--- config.mk ---
export PLATFORM = sky130hd
export DESIGN_NAME = x_pcie_rx_credit_ret
export DESIGN_NICKNAME = d
export VERILOG_FILES = /design/src/rtl/x_pcie_rx_pkg.sv /design/src/rtl/x_pcie_ret_fifo.sv /design/src/rtl/x_pcie_rx_credit_ret.sv
export SDC_FILE = /design/constraint.sdc
export NUM_CORES = 1
export LEC_CHECK = 0
export ABC_AREA = 1
export CAP_MARGIN = 10
export CORE_ASPECT_RATIO = 1.5
export CORE_UTILIZATION = 46
export CTS_BUF_LIST = sky130_fd_sc_hd__clkbuf_2 sky130_fd_sc_hd__clkbuf_4 sky130_fd_sc_hd__clkbuf_8
export DETAILED_ROUTE_END_ITERATION = 7
export HOLD_SLACK_MARGIN = 0.06
export PLACE_DENSITY = 0.86
export SLEW_MARGIN = 20
export SYNTH_ARGS = -nofsm -noshare
export SYNTH_HDL_FRONTEND = slang
export SYNTH_SLANG_ARGS = --single-unit
--- constraint.sdc ---
create_clock -name sys_clk_125 -period 1.6 [get_ports sys_clk_125]
set_clock_uncertainty 0.2 [all_clocks]
set_input_delay 0.48 -clock sys_clk_125 [delete_from_list [all_inputs] [get_ports sys_clk_125]]
set_output_delay 0.48 -clock sys_clk_125 [all_outputs]
set_load 0.03 [all_outputs]
--- src/rtl/x_pcie_rx_pkg.sv ---
// x_pcie_rx_pkg: shared definitions for the VC0 receive credit-return block.
//   - TLP fmt/type code points used to classify received headers
//   - receive-FSM state encoding
//   - credit return record and helpers that build it from a parsed header
package x_pcie_rx_pkg;

  localparam logic [4:0] TYPE_MEM     = 5'b00000;  // MRd / MWr
  localparam logic [4:0] TYPE_MEM_LK  = 5'b00001;  // MRdLk
  localparam logic [4:0] TYPE_IO      = 5'b00010;
  localparam logic [4:0] TYPE_CFG0    = 5'b00100;
  localparam logic [4:0] TYPE_CFG1    = 5'b00101;
  localparam logic [4:0] TYPE_CPL     = 5'b01010;  // Cpl/CplD, bit 0 selects the locked variant
  localparam logic [1:0] TYPE_MSG_PFX = 2'b10;     // type[4:3] of Msg/MsgD
  localparam int unsigned FMT_DATA_BIT = 1;        // fmt bit that flags a data payload

  typedef enum logic [1:0] {
    IDLE = 2'd0,
    HDR1 = 2'd1,
    BODY = 2'd2
  } rx_state_e;

  typedef struct packed {
    logic       ph;
    logic       pd;
    logic       nph;
    logic       npd;
    logic [7:0] pd_num;
  } ret_rec_t;

  localparam int unsigned REC_W = $bits(ret_rec_t);

  // Posted data credits are 4 DW each; a length field of 0 means 1024 DW, which gives
  // 256 credits and therefore wraps to the 8'd0 encoding on the credit interface.
  function automatic logic [7:0] pd_credits(input logic [9:0] len);
    logic [10:0] dw;
    dw = (len == 10'd0) ? 11'd1024 : {1'b0, len};
    return 8'((dw + 11'd3) >> 2);
  endfunction

  function automatic ret_rec_t classify(input logic has_data, input logic [4:0] typ,
                                        input logic [9:0] len);
    ret_rec_t rec;
    logic     is_cpl;
    logic     posted;
    logic     non_posted;
    is_cpl     = (typ[4:1] == TYPE_CPL[4:1]);
    posted     = (typ[4:3] == TYPE_MSG_PFX) || ((typ == TYPE_MEM) && has_data);
    non_posted = (((typ == TYPE_MEM) || (typ == TYPE_MEM_LK)) && !has_data) ||
                 (typ == TYPE_IO) || (typ == TYPE_CFG0) || (typ == TYPE_CFG1);
    rec        = '0;
    if (!is_cpl) begin
      rec.ph  = posted;
      rec.pd  = posted && has_data;
      rec.nph = non_posted;
      rec.npd = non_posted && has_data;
      if (posted && has_data) begin
        rec.pd_num = pd_credits(len);
      end
    end
    return rec;
  endfunction

endpackage

--- src/rtl/x_pcie_ret_fifo.sv ---
// x_pcie_ret_fifo: small synchronous FIFO holding credit return records until release.
// Ports:
//   clk, rst_n    clock, asynchronous active-low reset
//   flush         empties the queue (takes priority over push/pop)
//   push, wdata   write request and record
//   pop, rdata    read request and head-of-queue record (valid when not empty)
//   count         entries held; full / empty flags
// A push while full is accepted only when a pop frees a slot in the same cycle.
module x_pcie_ret_fifo #(
  parameter int unsigned DEPTH = 8,
  parameter int unsigned WIDTH = 12,
  localparam int unsigned PTR_W = $clog2(DEPTH)
) (
  input  logic             clk,
  input  logic             rst_n,
  input  logic             flush,
  input  logic             push,
  input  logic [WIDTH-1:0] wdata,
  input  logic             pop,
  output logic [WIDTH-1:0] rdata,
  output logic [PTR_W:0]   count,
  output logic             full,
  output logic             empty
);

  logic [WIDTH-1:0] mem [DEPTH];
  logic [PTR_W-1:0] wptr_q;
  logic [PTR_W-1:0] rptr_q;
  logic [PTR_W:0]   count_q;
  logic             do_push;
  logic             do_pop;

  assign empty   = (count_q == '0);
  assign full    = (count_q == (PTR_W + 1)'(DEPTH));
  assign do_pop  = pop && !empty;
  assign do_push = push && (!full || do_pop);
  assign rdata   = mem[rptr_q];
  assign count   = count_q;

  always_ff @(posedge clk or negedge rst_n) begin
    if (!rst_n) begin
      wptr_q  <= '0;
      rptr_q  <= '0;
      count_q <= '0;
    end else if (flush) begin
      wptr_q  <= '0;
      rptr_q  <= '0;
      count_q <= '0;
    end else begin
      if (do_push) wptr_q <= wptr_q + PTR_W'(1);
      if (do_pop)  rptr_q <= rptr_q + PTR_W'(1);
      case ({do_push, do_pop})
        2'b10:   count_q <= count_q + (PTR_W + 1)'(1);
        2'b01:   count_q <= count_q - (PTR_W + 1)'(1);
        default: count_q <= count_q;
      endcase
    end
  end

  // Storage needs no reset: entries are only read once written.
  always_ff @(posedge clk) begin
    if (do_push && !flush) mem[wptr_q] <= wdata;
  end

endmodule

--- src/rtl/x_pcie_rx_credit_ret.sv ---
// x_pcie_rx_credit_ret: parses each TLP on the core's VC0 receive stream and returns the
// consumed receive-buffer credits through the *_processed_vc0 / *_num_vc0 interface.
// Optional feature macro: RX_CREDIT_HOLD_EN -- return records are queued and released one
// per pkt_release; buffer-status outputs report queue almost-full. Without it, returns
// pulse one cycle after rx_end_vc0, pkt_release is ignored and buffer status is 0.
// Ports:
//   sys_clk_125, rst_n          clock, asynchronous active-low reset
//   dl_up                       link up; low forces IDLE, flushes the queue, mutes pulses
//   rx_data_vc0, rx_st_vc0,     receive stream (word 0: fmt/type, word 1: length)
//   rx_end_vc0, rx_us_req_vc0,
//   rx_malf_tlp_vc0
//   pkt_release                 user done with oldest held TLP
//   ph/pd/nph/npd_processed_vc0 one-cycle credit return pulses
//   pd_num_vc0, npd_num_vc0     data credit counts, valid with their pulse
//   *_buf_status_vc0            hold queue almost-full
//   proto_err                   one-cycle pulse on framing error or queue overflow
//   tlp_cnt                     saturating count of completed TLPs
module x_pcie_rx_credit_ret
  import x_pcie_rx_pkg::*;
#(
  parameter int unsigned HOLD_DEPTH = 8,
  parameter int unsigned CNT_W      = 16
) (
  input  logic             sys_clk_125,
  input  logic             rst_n,
  input  logic             dl_up,
  input  logic [15:0]      rx_data_vc0,
  input  logic             rx_st_vc0,
  input  logic             rx_end_vc0,
  input  logic             rx_us_req_vc0,
  input  logic             rx_malf_tlp_vc0,
  input  logic             pkt_release,
  output logic             ph_processed_vc0,
  output logic             pd_processed_vc0,
  output logic             nph_processed_vc0,
  output logic             npd_processed_vc0,
  output logic [7:0]       pd_num_vc0,
  output logic [7:0]       npd_num_vc0,
  output logic             ph_buf_status_vc0,
  output logic             pd_buf_status_vc0,
  output logic             nph_buf_status_vc0,
  output logic             npd_buf_status_vc0,
  output logic             proto_err,
  output logic [CNT_W-1:0] tlp_cnt
);

  rx_state_e state_q;
  logic [1:0] fmt_q;
  logic [4:0] type_q;
  logic [9:0] len_q;

  ret_rec_t fin_rec;
  ret_rec_t out_rec;
  logic     finalise;
  logic     frame_err;
  logic     queue_err;
  logic     almost_full;

  // The core buffer is consumed even for UR/malformed TLPs, so those flags don't matter.
  logic unused_in;
  assign unused_in = ^{rx_us_req_vc0, rx_malf_tlp_vc0, rx_data_vc0[15], fmt_q[0]};

  always_comb begin
    fin_rec = classify(fmt_q[FMT_DATA_BIT], type_q, len_q);
  end

  // Framing checks; rx_st always wins so a new header is never lost.
  always_comb begin
    finalise  = 1'b0;
    frame_err = 1'b0;
    if (dl_up) begin
      case (state_q)
        IDLE:    frame_err = rx_st_vc0 && rx_end_vc0;
        HDR1:    frame_err = rx_st_vc0 || rx_end_vc0;
        BODY: begin
          frame_err = rx_st_vc0;
          finalise  = rx_end_vc0 && !rx_st_vc0;
        end
        default: frame_err = 1'b0;
      endcase
    end
  end

`ifdef RX_CREDIT_HOLD_EN
  localparam int unsigned QCNT_W = $clog2(HOLD_DEPTH) + 1;

  logic [REC_W-1:0]  q_rdata;
  logic [QCNT_W-1:0] q_count;
  logic              q_full;
  logic              q_empty;
  logic              q_pop;

  assign q_pop = dl_up && pkt_release && !q_empty;

  x_pcie_ret_fifo #(
    .DEPTH (HOLD_DEPTH),
    .WIDTH (REC_W)
  ) u_ret_fifo (
    .clk   (sys_clk_125),
    .rst_n (rst_n),
    .flush (!dl_up),
    .push  (finalise),
    .wdata (fin_rec),
    .pop   (q_pop),
    .rdata (q_rdata),
    .count (q_count),
    .full  (q_full),
    .empty (q_empty)
  );

  // Completions push an all-zero record, so ordering against pkt_release is preserved.
  always_comb begin
    out_rec = '0;
    if (q_pop) out_rec = ret_rec_t'(q_rdata);
  end

  assign queue_err   = finalise && q_full && !q_pop;
  assign almost_full = (q_count >= QCNT_W'(HOLD_DEPTH - 1));
`else
  logic unused_hold;
  assign unused_hold = ^{pkt_release, HOLD_DEPTH};

  always_comb begin
    out_rec = '0;
    if (finalise) out_rec = fin_rec;
  end

  assign queue_err   = 1'b0;
  assign almost_full = 1'b0;
`endif

  assign ph_buf_status_vc0  = almost_full;
  assign pd_buf_status_vc0  = almost_full;
  assign nph_buf_status_vc0 = almost_full;
  assign npd_buf_status_vc0 = almost_full;

  always_ff @(posedge sys_clk_125 or negedge rst_n) begin
    if (!rst_n) begin
      state_q           <= IDLE;
      fmt_q             <= '0;
      type_q            <= '0;
      len_q             <= '0;
      ph_processed_vc0  <= 1'b0;
      pd_processed_vc0  <= 1'b0;
      nph_processed_vc0 <= 1'b0;
      npd_processed_vc0 <= 1'b0;
      pd_num_vc0        <= '0;
      npd_num_vc0       <= '0;
      proto_err         <= 1'b0;
      tlp_cnt           <= '0;
    end else begin
      ph_processed_vc0  <= out_rec.ph;
      pd_processed_vc0  <= out_rec.pd;
      nph_processed_vc0 <= out_rec.nph;
      npd_processed_vc0 <= out_rec.npd;
      // Counts hold between pulses.
      if (out_rec.pd)  pd_num_vc0  <= out_rec.pd_num;
      if (out_rec.npd) npd_num_vc0 <= 8'd1;
      proto_err <= frame_err || queue_err;
      if (finalise && (tlp_cnt != '1)) tlp_cnt <= tlp_cnt + CNT_W'(1);

      if (!dl_up) begin
        state_q <= IDLE;
      end else begin
        case (state_q)
          IDLE: begin
            if (rx_st_vc0 && !rx_end_vc0) begin
              fmt_q   <= rx_data_vc0[14:13];
              type_q  <= rx_data_vc0[12:8];
              state_q <= HDR1;
            end
          end
          HDR1: begin
            if (rx_st_vc0) begin
              fmt_q   <= rx_data_vc0[14:13];
              type_q  <= rx_data_vc0[12:8];
            end else if (rx_end_vc0) begin
              state_q <= IDLE;
            end else begin
              len_q   <= rx_data_vc0[9:0];
              state_q <= BODY;
            end
          end
          BODY: begin
            if (rx_st_vc0) begin
              fmt_q   <= rx_data_vc0[14:13];
              type_q  <= rx_data_vc0[12:8];
              state_q <= HDR1;
            end else if (rx_end_vc0) begin
              state_q <= IDLE;
            end
          end
          default: state_q <= IDLE;
        endcase
      end
    end
  end

endmodule

==> run_results.csv, run 1 <==
group,metric,value,unit
synth,ys_types,35,
power,power_density,1100,nW/um2
cells_and_area,drive_above_1_share,44.9,%
routing,drtPass1Iterations,5,
clock_network,clk_path_buf_depth,2,
sta,worstMarginPinSlew,531,ps
placed_design,place_congestion,0.864,
power,clkPwrFrac,16.7,%
cells_and_area,final_nets,487,
synth,ys_seq_elements,48,
cells_and_area,layout_commonest_cell,"nand2_1",
power,switching_share,41.2,%
synth,synth_cells,335,
clock_network,clk_pin_slew,100,ps
floorplanning,die_h,95.2,um
routing,routed_via_density,5.44,
sta,rsz0062_at_grt,"yes",
power,p_comb_share,45.5,%
cells_and_area,antenna_cells,0,
floorplanning,core,5530,um2
sta,max_slew_margin,64.5,%
placed_design,place_ws,-561,ps
routing,drc,0,
grt,gr-total-overflow,0,
cells_and_area,area_growth_syn_to_layout,58.8,%
synth,netlist_area,2670,um2
clock_network,numCtsBuffers,5,
clock_network,h-tree-depth,2,
grt,grt_usage,28.2,%
run,cap_violations,0,
floorplanning,die_w,64.2,um
floorplanning,rows,33,
power,p_int,2.74,mW
sta,fin_crit_sh,115,%
synth,yosysWarnings,0,
clock_network,clkSinkCount,48,
routing,vias,2879,
placed_design,dp.cells,484,
critical_path,arrival,1850,ps
sta,report.final.slew_viol_count,0,
grt,grt_pass1_vias,2799,
floorplanning,initial_utilization,48.2,%
sta,setup_viol,55,
routing,drt-total-wl,9030,um
power,switching_power,1.92,mW
sta,hold_viol,0,
critical_path,crit_path_max_fanout,6,
cells_and_area,stdcell_area,4230,um2
outcome,violations,"negative setup slack",
placed_design,placed_cell_area,3400,um2
power,p_leak,2.17,nW
grt,antenna_found_initial,0,
outcome,status,"complete, but fails checks",
cells_and_area,mostFrequentLayoutCells,"89 x nand2_1, 63 x buf_4, 38 x dfrtp_1, 32 x buf_6, 27 x inv_1",
sta,fmax,0.543,GHz
sta,fin_crit,1840,ps
routing,ant_nets,0,
cells_and_area,final_cell_count_no_fill,529,
placed_design,port_buffers,48,
routing,avgRoutedWirePerCell,17.1,um
clock_network,cts_tree,"built",
synth,syn_area_per_cell,7.96,um2
grt,grt_max_degree,49,
cells_and_area,n_fill_cell,330,
critical_path,critical_path_class,"flip-flop to flip-flop",
grt,grt_pass1_wl,12900,um
floorplanning,die_area,6110,um2
routing,drtIter0Drc,221,
sta,postLayoutSetupSlackWorst,-242,ps
synth,ys_seq_area_share,45.0,%
worst_hold_path,hold_path_class,"flip-flop to flip-flop",
clock_network,cts-root-buf,"clkbuf_8",
power,seq_power_share,37.8,%
critical_path,crit_required,1610,ps
floorplanning,num_io_pins,65,
power,ir_drop,0.000785,V
critical_path,start_kind,"flip-flop",
placed_design,dp_hpwl,4530,um
clock_network,clk_latency,320,ps
critical_path,worst_setup_path_end_kind,"flip-flop",
## cell usage after synthesis
master    count  area [um2]
nand2_1     106         398
dfrtp_1      48        1200
nor2_1       33         124
inv_1        32         120
nand3_1      31         155
buf_4        11        82.6
o21ai_0      11        55.1
a21oi_1       8        40.0
nand2_2       6        37.5
ha_1          5        62.6
nand4_1       4        25.0
o21ai_1       4        20.0
xnor2_1       4        35.0
mux2_2        3        33.8
xor2_1        3        26.3
buf_2         2        10.0
buf_6         2        22.5
inv_2         2        7.51
nand2_4       2        22.5
nand3_4       2        35.0
nor2_4        2        22.5
a21o_1        1        7.51
a22oi_1       1        7.51
a31oi_1       1        6.26
clkbuf_1      1        3.75
clkinv_1      1        3.75
conb_1        1        3.75
nand3b_1      1        7.51
nand3b_4      1        20.0
nor2_2        1        6.26
nor2_8        1        20.0
nor3_1        1        5.00
nor3_4        1        16.3
o21ai_4       1        16.3
or2_1         1        6.26
## routing by layer
layer | wire, um | vias up | GRT usage (%) | share of wire (%)
met5 | 0 | - | 0 | 0
met4 | 416 | 0 | 17.8 | 4.6
met3 | 499 | 49 | 5.26 | 5.5
met2 | 4890 | 149 | 53.0 | 54
met1 | 3230 | 1393 | 28.1 | 36
li1 | - | 1288 | - | -
## critical path: stages, from the launching register on
cell and delay [ps]:
dfrtp_1 500, nand2_1 130, nor2_1 360, nand2_1 150, o21ai_1 160, nand2_1 90, nand2_1 80, nand2_1 50
## what timing repair did
item / CTS / global route
resized for setup: 68 / 63
cloned: 3 / 1
setup buffers: 23 / 9
pin swaps: 41 / 24
hold endpoints to repair: 48 / 0
setup endpoints to repair: 61 / 64
hold buffers: 1 / 0
## flip-flops by register name (all words and copies together), names as in the netlist
name / count
pd_processed_vc0: 1
proto_err: 1
type_q: 5
pd_num_vc0: 8
npd_num_vc0: 1
npd_processed_vc0: 1
len_q: 10
tlp_cnt: 16
fmt_q: 1
ph_processed_vc0: 1
nph_processed_vc0: 1
state_q: 2
## logic make-up after synthesis
family / count (synthesis) / share of synthesized area (%)
AO/OA/AOI/OAI: 27 / 5.73
XOR/XNOR: 7 / 2.30
adder cells (fa/ha/maj): 5 / 2.35
buffers and inverters: 51 / 9.39
flip-flops: 48 / 45.0
multiplexers: 3 / 1.27
other: 1 / 0.141
AND/OR/NAND/NOR: 193 / 33.8
## through the flow
step,power (mW),setup TNS [ps],hold WS (ps),util (%)
after floorplan,2.73,-1820,-15.6,-
after global placement,3.22,-20260,271,61.5
after detailed placement,3.29,-22860,270,61.5
after CTS,4.32,-2500,293,71.1
after global routing,4.93,-7710,333,76.5
final,4.66,-4850,314,76.5
## power by group through the flow
stage / registers [mW] / logic, mW / clock network [mW]
6_report: 1.76 / 2.12 / 0.780
5_1_grt: 1.78 / 2.31 / 0.839
4_1_cts: 1.73 / 1.81 / 0.777
3_5_place_dp: 1.75 / 1.54 / 0
3_3_place_gp: 1.74 / 1.48 / 0
2_1_floorplan: 1.93 / 0.801 / 0
## worst paths after layout
path	startpoint	end	slack, ps	depth (start not counted)
setup / recovery	tlp_cnt[10]	tlp_cnt[15]	-240	7
hold / removal	pd_num_vc0[2]	pd_num_vc0[2]	310	2
setup reg to reg	tlp_cnt[10]	tlp_cnt[15]	-240	7
hold reg to reg	pd_num_vc0[2]	pd_num_vc0[2]	310	2
max in group asynchronous	rst_n	tlp_cnt[8]	490	3
min in group asynchronous	rst_n	tlp_cnt[1]	450	3
## final cells by class
class                   count  area (um2)  share of cell area [%]
repair buffers            119        1100                    26.1
inverters                  35         141                    3.34
clock buffers               5        68.8                    1.63
well taps                  70        87.6                    2.07
multi-input cells         249        1590                    37.6
flip-flops and latches     48        1210                    28.7
clock inverters             3        23.8                   0.562
No activity file was read; power rests on OpenSTA's default activity.
==> inputs of run 2 (changes only) <==
--- a/config.mk
+++ b/config.mk
@@ -6,13 +6,15 @@
 export NUM_CORES = 1
 export LEC_CHECK = 0
 export ABC_AREA = 1
-export CAP_MARGIN = 10
+export CAP_MARGIN = 20
+export CELL_PAD_IN_SITES_DETAIL_PLACEMENT = 0
+export CELL_PAD_IN_SITES_GLOBAL_PLACEMENT = 1
 export CORE_ASPECT_RATIO = 1.5
-export CORE_UTILIZATION = 46
+export CORE_UTILIZATION = 34
 export CTS_BUF_LIST = sky130_fd_sc_hd__clkbuf_2 sky130_fd_sc_hd__clkbuf_4 sky130_fd_sc_hd__clkbuf_8
 export DETAILED_ROUTE_END_ITERATION = 7
 export HOLD_SLACK_MARGIN = 0.06
-export PLACE_DENSITY = 0.86
+export PLACE_DENSITY = 0.87
 export SLEW_MARGIN = 20
 export SYNTH_ARGS = -nofsm -noshare
 export SYNTH_HDL_FRONTEND = slang
==> run_results.csv, run 2 (synthesized netlist as in run 1, its figures left out) <==
group,metric,value,unit
power,ir_drop,0.000460,V
cells_and_area,mostFrequentLayoutCells,"85 x nand2_1, 62 x buf_4, 42 x dfrtp_1, 38 x buf_6, 28 x inv_1",
routing,drc,0,
power,p_comb_share,43.5,%
placed_design,port_buffers,48,
routing,ant_nets,0,
cells_and_area,area_growth_syn_to_layout,64.4,%
sta,whs,269,ps
grt,gr-total-overflow,0,
worst_hold_path,hold_path_class,"flip-flop to flip-flop",
critical_path,cpPeakStageDelay,390,ps
grt,antenna_found_initial,0,
grt,grt_max_degree,49,
cells_and_area,final_cell_count_no_fill,567,
routing,avgRoutedWirePerCell,13.0,um
critical_path,crit_required,1590,ps
critical_path,crit_chain,"inv_2 -> ha_1 -> a22oi_2 -> nand2_4 -> nor2_2 -> a21oi_1",
grt,grt_pass1_vias,2597,
grt,grt_usage,18.5,%
routing,drtIter0Drc,117,
cells_and_area,final_nets,493,
critical_path,crit_path_max_fanout,6,
critical_path,critical_path_class,"flip-flop to flip-flop",
floorplanning,rows,39,
power,clkPwrFrac,19.2,%
cells_and_area,largestRegisters,"tlp_cnt x16, len_q x10, pd_num_vc0 x8",
clock_network,cts-root-buf,"clkbuf_8",
critical_path,arrival,1700,ps
outcome,status,"complete, but fails checks",
placed_design,dp_hpwl,4620,um
floorplanning,num_io_pins,65,
clock_network,clk_pin_slew,90,ps
placed_design,place_ws,-560,ps
clock_network,clk_path_buf_depth,2,
clock_network,clk_latency,310,ps
placed_design,placed_cell_area,3490,um2
power,seq_power_share,37.2,%
worst_hold_path,hold-path-endpoint,"npd_num_vc0[0]",
critical_path,worst_setup_path_end_kind,"flip-flop",
clock_network,h-tree-depth,2,
power,switching_power,1.77,mW
floorplanning,die_w,74.3,um
clock_network,numCtsBuffers,5,
placed_design,dp.cells,519,
sta,fmax,0.587,GHz
clock_network,clkSinkCount,48,
sta,hold_viol,0,
sta,fin_crit,1700,ps
critical_path,regToRegEndpoint,"type_q[4]",
critical_path,start_kind,"flip-flop",
floorplanning,die_area,8210,um2
cells_and_area,final_util,57.6,%
floorplanning,initial_utilization,35.0,%
worst_hold_path,hold_start,"npd_num_vc0[0]",
cells_and_area,n_fill_cell,672,
critical_path,worst-path-stages,6,
floorplanning,die_h,110,um
critical_path,slowest_stage,"dfrtp_1",
floorplanning,core,7610,um2
grt,grt_pass1_wl,11700,um
power,p_int,2.91,mW
sta,setup_viol,50,
cells_and_area,largest_reg_flops,16,
routing,vias,2590,
cells_and_area,regMostFlops,"tlp_cnt",
cells_and_area,stdcell_area,4380,um2
critical_path,rr_worst_depth,6,
sta,rsz0062_at_grt,"yes",
cells_and_area,drive_above_1_share,44.5,%
routing,drtPass1Iterations,4,
power,switching_share,37.9,%
cells_and_area,layout_commonest_cell,"nand2_1",
power,power_density,1070,nW/um2
worst_hold_path,hold-path-cell-count,1,
sta,postLayoutSetupSlackWorst,-105,ps
outcome,violations,"negative setup slack",
clock_network,cts_tree,"built",
sta,fin_crit_sh,107,%
placed_design,place_congestion,0.762,
power,p_leak,2.29,nW
routing,drt-total-wl,7370,um
critical_path,r2r-start,"state_q[0]",
sta,report.final.slew_viol_count,0,
critical_path,crit_buf_inv,1,
critical_path,crit_family,"flip-flops",
run,cap_violations,0,
routing,routed_via_density,4.57,
cells_and_area,antenna_cells,0,
critical_path,r2r_slack,-100,ps
[run 2: cell count changes in the layout (fill, tap and decap cells not counted), sizes merged]
cell,before,now
clkinvlp,2,0
clkbuf,5,6
buf,101,107
clkinv,1,2
bufinv,0,1
inv,35,34
[run 2: worst max-delay path by stage]
stage,from,to
floorplan,tlp_cnt[0],tlp_cnt[6]
global placement,rx_end_vc0,pd_num_vc0[7]
detailed placement,rx_st_vc0,type_q[4]
CTS,state_q[0],pd_num_vc0[7]
global route,state_q[1],type_q[4]
finish,state_q[0],type_q[4]
[run 2: final cells by class]
type	instances	area [um2]	share of cell area [%]
multi-input combinational	249	1600	36.5
sequential	48	1210	27.6
timing repair buffer	125	1190	27.3
inverter	35	141	3.22
tap	102	128	2.91
clock buffer	6	76.3	1.74
clock inverter	2	35.0	0.799
[run 2: layer usage]
layer  track usage, %  up-vias  part of all wire, %
met5                0        -                    0
met4             8.05        0                  1.7
met3             3.47        9                  2.3
li1                 -     1297                    -
met2             33.5       46                   58
met1             20.1     1238                   38
[run 2: through the flow]
step | total power, mW | TNS (ps)
floorplan | 2.73 | -1820
global placement | 3.25 | -22010
detailed placement | 3.29 | -22950
CTS | 4.44 | -3090
global route | 4.98 | -5610
finish | 4.68 | -2680
[run 2: timing repair]
item	4_1_cts	5_1_grt
hold buffers	1	0
gates resized for setup	71	64
cloned	3	1
hold endpoints to repair	48	0
pin swaps	24	25
buffers inserted	25	11
setup endpoints to repair	62	60
[run 2: power groups by stage]
stage	clock network, mW	logic (mW)	registers (mW)
after floorplan	0	0.801	1.93
after global placement	0	1.51	1.74
after detailed placement	0	1.54	1.75
after CTS	0.912	1.82	1.72
after global routing	0.960	2.24	1.78
final	0.899	2.04	1.74
